**config.mk**
```make
export PLATFORM = sky130hd
export DESIGN_NAME = sound_sequencer_flat
export DESIGN_NICKNAME = d
export VERILOG_FILES = /design/src/rtl/sound_sequencer_if.sv /design/src/rtl/sound_sequencer.sv /design/src/flat_wrapper.sv
export SDC_FILE = /design/constraint.sdc
export NUM_CORES = 1
export LEC_CHECK = 0
export ABC_CLOCK_PERIOD_IN_PS = 4200
export CORE_ASPECT_RATIO = 0.75
export CORE_UTILIZATION = 60
export DETAILED_ROUTE_END_ITERATION = 16
export PLACE_DENSITY = 0.89
export SLEW_MARGIN = 15
export SYNTH_ARGS = -nofsm -noshare
export SYNTH_HDL_FRONTEND = slang
export SYNTH_SLANG_ARGS = --single-unit
```
**constraint.sdc**
```tcl
create_clock -name clk -period 4.2 [get_ports clk]
set_input_delay 1.26 -clock clk [delete_from_list [all_inputs] [get_ports clk]]
set_output_delay 1.26 -clock clk [all_outputs]
set_load 0.03 [all_outputs]
```
**src/rtl/sound_sequencer_if.sv**
```systemverilog
// Note-control bundle between the game logic, the sound sequencer and the tone oscillator.
// The game logic is the master and raises triggers; the sequencer is the slave and drives the notes.
interface sound_sequencer_if;
  logic       trigger;
  logic [1:0] sound_sel;
  logic       mute;
  logic [8:0] freq;
  logic       playSound;
  logic       busy;

  modport master (
    output trigger,
    output sound_sel,
    output mute,
    input  freq,
    input  playSound,
    input  busy
  );

  modport slave (
    input  trigger,
    input  sound_sel,
    input  mute,
    output freq,
    output playSound,
    output busy
  );
endinterface

```
**src/rtl/sound_sequencer.sv**
```systemverilog
// Turns one-cycle game-event triggers into timed note sequences from a small melody ROM.
// Each note is followed by a silent gap, except for the last note of a melody.
module sound_sequencer #(
  parameter int unsigned UNIT_CYCLES = 2_500_000,
  parameter int unsigned GAP_CYCLES  = 250_000
) (
  input  logic              clk,
  input  logic              rst,
  sound_sequencer_if.slave  bus
);

  localparam int unsigned MaxCnt = (4 * UNIT_CYCLES > GAP_CYCLES) ? 4 * UNIT_CYCLES : GAP_CYCLES;
  localparam int unsigned CntW   = $clog2(MaxCnt + 1);

  localparam logic [1:0] SelNone  = 2'd0;
  localparam logic [1:0] SelEat   = 2'd1;
  localparam logic [1:0] SelOver  = 2'd2;
  localparam logic [1:0] SelStart = 2'd3;

  typedef enum logic [1:0] {StIdle, StPlay, StGap} state_e;

  function automatic logic [8:0] note_freq(input logic [1:0] mel, input logic [1:0] idx);
    case ({mel, idx})
      {SelEat,   2'd0}: note_freq = 9'd262;
      {SelEat,   2'd1}: note_freq = 9'd392;
      {SelOver,  2'd0}: note_freq = 9'd392;
      {SelOver,  2'd1}: note_freq = 9'd311;
      {SelOver,  2'd2}: note_freq = 9'd262;
      {SelStart, 2'd0}: note_freq = 9'd262;
      {SelStart, 2'd1}: note_freq = 9'd330;
      {SelStart, 2'd2}: note_freq = 9'd392;
      {SelStart, 2'd3}: note_freq = 9'd440;
      default:          note_freq = 9'd0;
    endcase
  endfunction

  function automatic logic [2:0] note_len(input logic [1:0] mel, input logic [1:0] idx);
    case ({mel, idx})
      {SelOver,  2'd0}: note_len = 3'd2;
      {SelOver,  2'd1}: note_len = 3'd2;
      {SelOver,  2'd2}: note_len = 3'd4;
      {SelStart, 2'd3}: note_len = 3'd2;
      default:          note_len = 3'd1;
    endcase
  endfunction

  function automatic logic [1:0] last_idx(input logic [1:0] mel);
    case (mel)
      SelEat:   last_idx = 2'd1;
      SelOver:  last_idx = 2'd2;
      SelStart: last_idx = 2'd3;
      default:  last_idx = 2'd0;
    endcase
  endfunction

  // GAME_OVER outranks START, which outranks EAT.
  function automatic logic [1:0] prio(input logic [1:0] sel);
    case (sel)
      SelEat:   prio = 2'd1;
      SelStart: prio = 2'd2;
      SelOver:  prio = 2'd3;
      default:  prio = 2'd0;
    endcase
  endfunction

  function automatic logic [CntW-1:0] note_cycles(input logic [1:0] mel, input logic [1:0] idx);
    int unsigned prod;
    prod = 32'(note_len(mel, idx)) * UNIT_CYCLES;
    note_cycles = CntW'(prod);
  endfunction

  state_e          state_q, state_d;
  logic [CntW-1:0] cnt_q, cnt_d;
  logic [1:0]      idx_q, idx_d;
  logic [1:0]      mel_q, mel_d;
  logic [8:0]      freq_q, freq_d;
  logic            play_q, play_d;
  logic            busy_q, busy_d;

  logic            cnt_done;
  logic            ending;
  logic            accept;
  logic [1:0]      idx_next;

  always_ff @(posedge clk) begin
    if (rst) begin
      state_q <= StIdle;
      cnt_q   <= '0;
      idx_q   <= 2'd0;
      mel_q   <= SelNone;
      freq_q  <= 9'd0;
      play_q  <= 1'b0;
      busy_q  <= 1'b0;
    end else begin
      state_q <= state_d;
      cnt_q   <= cnt_d;
      idx_q   <= idx_d;
      mel_q   <= mel_d;
      freq_q  <= freq_d;
      play_q  <= play_d;
      busy_q  <= busy_d;
    end
  end

  always_comb begin
    state_d  = state_q;
    cnt_d    = cnt_q;
    idx_d    = idx_q;
    mel_d    = mel_q;
    idx_next = idx_q + 2'd1;
    cnt_done = (cnt_q == CntW'(1));
    ending   = (state_q == StPlay) && cnt_done && (idx_q == last_idx(mel_q));
    // A melody on its final edge no longer guards against lower-priority triggers.
    accept   = bus.trigger && (bus.sound_sel != SelNone) &&
               ((state_q == StIdle) || ending || (prio(bus.sound_sel) >= prio(mel_q)));

    if (accept) begin
      state_d = StPlay;
      mel_d   = bus.sound_sel;
      idx_d   = 2'd0;
      cnt_d   = note_cycles(bus.sound_sel, 2'd0);
    end else begin
      case (state_q)
        StIdle: ;
        StPlay: begin
          if (!cnt_done) begin
            cnt_d = cnt_q - CntW'(1);
          end else if (idx_q == last_idx(mel_q)) begin
            state_d = StIdle;
          end else begin
            state_d = StGap;
            cnt_d   = CntW'(GAP_CYCLES);
          end
        end
        StGap: begin
          if (!cnt_done) begin
            cnt_d = cnt_q - CntW'(1);
          end else begin
            state_d = StPlay;
            idx_d   = idx_next;
            cnt_d   = note_cycles(mel_q, idx_next);
          end
        end
        default: state_d = StIdle;
      endcase
    end
  end

  // Outputs are derived from the next state so they are registered alongside it.
  always_comb begin
    freq_d = 9'd0;
    play_d = 1'b0;
    busy_d = 1'b0;
    if (state_d != StIdle) begin
      freq_d = note_freq(mel_d, idx_d);
      busy_d = 1'b1;
      play_d = (state_d == StPlay) && !bus.mute;
    end
  end

  assign bus.freq      = freq_q;
  assign bus.playSound = play_q;
  assign bus.busy      = busy_q;

endmodule
```
**src/flat_wrapper.sv**
```systemverilog
// flat-port wrapper written by rule: the top's interface ports become plain ports
module sound_sequencer_flat 
#(
  parameter int unsigned UNIT_CYCLES = 2_500_000,
  parameter int unsigned GAP_CYCLES  = 250_000
)
  (clk, rst, bus_trigger, bus_sound_sel, bus_mute, bus_freq, bus_playSound, bus_busy);
  sound_sequencer_if bus_i ();
  input  logic clk;
  input  logic rst;
  input wire logic [$bits(bus_i.trigger)-1:0] bus_trigger;
  input wire logic [$bits(bus_i.sound_sel)-1:0] bus_sound_sel;
  input wire logic [$bits(bus_i.mute)-1:0] bus_mute;
  output wire logic [$bits(bus_i.freq)-1:0] bus_freq;
  output wire logic [$bits(bus_i.playSound)-1:0] bus_playSound;
  output wire logic [$bits(bus_i.busy)-1:0] bus_busy;
  assign bus_i.trigger = bus_trigger;
  assign bus_i.sound_sel = bus_sound_sel;
  assign bus_i.mute = bus_mute;
  assign bus_freq = bus_i.freq;
  assign bus_playSound = bus_i.playSound;
  assign bus_busy = bus_i.busy;
  sound_sequencer #(.UNIT_CYCLES(UNIT_CYCLES), .GAP_CYCLES(GAP_CYCLES)) u_core (.clk(clk), .rst(rst), .bus(bus_i));
endmodule
```
* Word level (Yosys, flattened, before mapping)
Memory sizes are Yosys's and may differ from the RTL's. A register that Yosys moved wholly into a read port is not among the register bits. Cells that the tools add are included.
Storage, ports and cells: flip-flop bits (word level) 32, bits in read-only memories 144, word-level logic and storage cells 77, memories 1
Operators by class: add/subtract/negate cells 2, $mul 2, $lt $le $gt $ge 1, equality and inequality tests 18, multiplexer cells 27, bitwise logic cells 1, reductions and logical operators 18
Memories:
- (name not given) | depth 16, width 9, read ports 1, clocked after memory_dff 1, wr ports 0, RTL line sound_sequencer.sv:23 | case ({mel, idx})
Operators with widths (count):
- $mux W24 | 4
- $pmux W24 S2 | 1
- $mul A3 B17 Y19 const B | 2
- $eq A24 B1 Y1 const B | 1
- $mux W2 | 12
- $pmux W2 S3 | 4
- $sub A24 B1 Y24 const B | 1
- $eq A4 B4 Y1 const B | 4
- $mux W3 | 4
- $eq A2 B2 Y1 const B | 5
- $eq A2 B1 Y1 const B | 4
- $pmux W3 S2 | 1
- $reduce_bool A2 Y1 | 3
- $logic_and A1 B1 Y1 | 5
- $eq A2 B2 Y1 | 2
- $ne A4 B4 Y1 const B | 1
- $reduce_and A2 Y1 | 2
- $reduce_or A2 Y1 | 2
- $ne A3 B3 Y1 const B | 1
- $reduce_bool A3 Y1 | 1
- $reduce_or A3 Y1 | 1
- $add A2 B1 Y2 const B | 1
- $ge A2 B2 Y1 | 1
- $logic_not A2 Y1 | 1
- other kinds (4) | 5

* Depth between registers and ports, before layout
depth in word-level cells 16, gate-level depth with buffers 14

* Worst setup path before layout
Ideal clock, no wire load.
path kind in2reg, start in bus_sound_sel[0], end reg u_core.freq_q[1] (netlist: u_core.bus.freq[1]), library setup time 0.121 ns, arrival time 3.609 ns, path slack 0.470 ns, stages 13, cells stage by stage inv_1 -> ha_1 -> or2_2 -> ha_1 -> a211o_1 -> nand2_1 -> o21ai_4 -> buf_2 -> nor2_1 -> inv_1 -> ha_1 -> o221ai_1 -> a21oi_1
On the way: elaborated cells between the ends (all ways) 15, those cells by class order compare: 1; eq/ne: 3; mux: 4; bitwise: 1; reduce/logical: 6
RTL lines:
- start: declaration | RTL line flat_wrapper.sv:12 | input wire logic [$bits(bus_i.sound_sel)-1:0] bus_sound_sel;
- $eq A2 B2 Y1 / $eq A2 B1 Y1 (equally long branches) | RTL line sound_sequencer.sv:58 | case (sel)
- $pmux W2 S3 | RTL line sound_sequencer.sv:58
- $ge A2 B2 Y1 | RTL line sound_sequencer.sv:115 | ((state_q == StIdle) || ending || (prio(bus.sound_sel) >= prio(mel_q)));
- $logic_or A1 B1 Y1 | RTL line sound_sequencer.sv:115
- $logic_and A1 B1 Y1 (*) | RTL line sound_sequencer.sv:114 | accept = bus.trigger && (bus.sound_sel != SelNone) &&
- $mux W2 (*) | RTL line sound_sequencer.sv:117 | if (accept) begin
- named net u_core.idx_d[0] | RTL line sound_sequencer.sv:74 | logic [1:0] idx_q, idx_d;
- end: declaration | RTL line sound_sequencer.sv:76 | logic [8:0] freq_q, freq_d;
The timed path passes the listed nets; every way through them passes the cells marked *. A chain may end at the register's enable or synchronous reset.

* Final worst setup path
start in bus_sound_sel[0], end reg u_core.freq_q[5] (netlist: u_core.bus.freq[5])
On the way: longest elaborated chain between the ends 9, elaborated cells between the ends (all ways) 15, those cells by class order compare: 1; eq/ne: 3; mux: 4; bitwise: 1; reduce/logical: 6
Ends and longest elaborated chain:
- $eq A2 B2 Y1 / $eq A2 B1 Y1 (equally long branches) | RTL line sound_sequencer.sv:58
- $pmux W2 S3 | RTL line sound_sequencer.sv:58
- $ge A2 B2 Y1 | RTL line sound_sequencer.sv:115
- $logic_or A1 B1 Y1 | RTL line sound_sequencer.sv:115
- $logic_and A1 B1 Y1 | RTL line sound_sequencer.sv:114
- $mux W2 | RTL line sound_sequencer.sv:117
- $reduce_bool A2 Y1 | RTL line sound_sequencer.sv:154 | if (state_d != StIdle) begin
- $not A1 Y1 (no line)
- $reduce_or A2 Y1 (no line)
Parallel ways exist; a longest one is shown, timed or not.

==> results.tsv <==
metric	value	unit
synth_top_area_share	28.2	%
rows	21	
peakVddDrop	0.193	mV
dpl.hpwl	5.69	mm
grt_pass1_wl	12.5	mm
core	4490	sq um
via_count	2927	
nets	409	
setup_tns	0	ns
synth_area_leader_cell	dfxtp_1	
ctsLongestPathBuffers	2	
firstDrtPassIters	5	
clock_latency	0.30	ns
status	completed	
ys_types	57	
drive_gt1_share	9.31	%
synthMuxAreaShare	2.11	%
synth-compound-area-share	24.4	%
drc	0	
hold_viol	0	
cp.required	4.42	ns
seq_area_frac_synth	28.2	%
period_needed	3.95	ns
initial_core_util	63.2	%
synthXorXnorAreaFrac	1.85	%
final_common_cell	dfxtp_1	
finalMaxSlewViolations	0	
cts_root_buf	clkbuf_8	
yosysWarnings	0	
rsz0062_at_grt	no	
htreeDepth	2	
die_w	81.5	microns
die_y	61.6	microns
layoutNonFillerInstCount	433	
io_buffers	16	
worstPathArrival	4.16	ns
tritoncts	done	
final_cell_mix	40 x dfxtp_1, 36 x nor2_1, 34 x a21oi_1, 28 x nand2_1, 27 x ha_1	
max_freq	253	MHz
syn-instance-count	358	
ys_ff_latch	40	
drv_cap	0	
worst_setup_path_start_kind	primary input	
finalSetupViolCount	0	
worstMarginPinSlew	0.752	ns
maxSlewHeadroom	49.5	%
hold_buffers	0	
design_area	3140	sq um
finalCritPeriodShare	94.0	%
cts.sinks	40	
drtIter0Drc	476	
cp-end-kind	register	
total_power	0.00101	W
synth_fa_ha_area_share	11.9	%
synth-edff-count	0	
wire_per_inst	18.3	microns
die-area	5020	sq um
dp_cells	426	
p_per_area	322	nW/um^2
post_cts_resize_count	0	
place_congestion	0.909	
grt_max_degree	22	
overflow	0	
synth_area	2840	sq um
drtAntennaViolNets	0	
crit_path_max_fanout	8	
path_clk_slew	0.08	ns
avgViaCountPerCell	6.76	
worstSetupPathType	in -> reg	
grt_pass1_vias	2567	
synth_area_leaders	dfxtp_1 28%, ha_1 12%, a21oi_1 6.0%	
syn2layout_area_growth	10.5	%
worst-r2r-setup-slack	0.82	ns
synth-simple-area-share	25.3	%
async_flop_share	0	%
power_leakage	1.25	nW
antenna_found_initial	0	
cts_setup_buffers	0	
dpl-instance-area	3060	sq um
cts_inserted_buffers	5	
synth_top_family_by_area	simple AND/OR/NAND/NOR gates	
finalClockSkew	0.0146	ns
finalWirelength	7.92	mm
diodes	0	
synth_fp_nets	391	
synth_flop_cell	dfxtp_1	
hold_path.class	reg -> reg	
synth.avg_cell_area	7.94	sq um
io_pins	17	
grt.total_usage	33.7	%
-- stage by stage --
stage,hold slack [ns],utilization [%],worst slack (ns)
finish,0.453,69.9,0.253
global placement,0.435,68.2,0.142
floorplan,0.427,-,0.470
CTS,0.454,69.9,0.313
detailed placement,0.442,68.2,0.00811
global route,0.499,69.9,0.154
-- logic make-up after synthesis --
family,after synthesis
AOI/OAI and AO/OA,105
DFF,40
buffers and inverters,37
xor gates and xnor gates,6
and+or+nand+nor,137
muxes,6
adders and majority gates,27
-- layer usage --
metal	vias to the layer above	global-route usage, %	wire (microns)
li1	1329	-	-
met1	1341	45.0	3340
met2	208	50.4	3210
met3	49	10.2	1010
met4	0	15.1	361
met5	-	0	0
-- flip-flops by register name, indices dropped and copies added (netlist names) --
| name | flops |
|---|---|
| u_core.mel_q | 2 |
| u_core.bus.busy | 1 |
| u_core.state_q | 2 |
| u_core.cnt_q | 24 |
| u_core.bus.playSound | 1 |
| u_core.bus.freq | 8 |
| u_core.idx_q | 2 |
-- report_power, final --
part | internal [W] | switching (W) | total [W]
combinational | 0.000124 | 0.000201 | 0.000325
sequential | 0.000405 | 0.0000301 | 0.000435
clock | 0.000113 | 0.000139 | 0.000252
total | 0.000642 | 0.000370 | 0.00101
-- worst paths after layout --
check	start	to	cells after the start
worst max-delay path	bus_sound_sel[0]	u_core.bus.freq[5]	13
worst max register to register	u_core.cnt_q[0]	u_core.bus.freq[5]	10
worst min-delay path	u_core.cnt_q[23]	u_core.cnt_q[23]	2
worst min register to register	u_core.cnt_q[23]	u_core.cnt_q[23]	2
-- cell type report --
type                       count  area [sq um]
multi-input combinational    281          1860
fill                         345          1350
sequential                    40           801
timing repair buffer          29           258
clock buffer                   6          72.6
inverter                      19          71.3
tap                           57          71.3
clock inverter                 1          5.00
-- worst max-delay path, cell delays in order --
cell and delay (ns):
clkdlybuf4s50_1 0.53, inv_1 0.11, ha_1 0.23, or2_2 0.28, ha_1 0.27, a211o_1 0.25
nand2_1 0.17, o21ai_4 0.14, buf_4 0.18, mux2i_1 0.20, buf_4 0.19, nand2_1 0.12
a211oi_2 0.23
-- Yosys cell counts, types with 3 or more instances --
master	number
a211oi_1	6
a21oi_1	34
a22oi_1	3
a31oi_1	6
and3_1	3
buf_2	7
buf_6	3
clkbuf_1	5
dfxtp_1	40
ha_1	27
inv_1	19
mux2i_1	6
nand2_1	28
nand2b_1	6
nand3_1	10
nand4_1	3
nor2_1	36
nor3_1	20
nor4_1	6
o211ai_1	5
o21a_1	3
o21ai_0	21
o221ai_1	3
or2_2	3
or3_1	7
xnor2_1	5
Power figures use the tool's default switching activity.
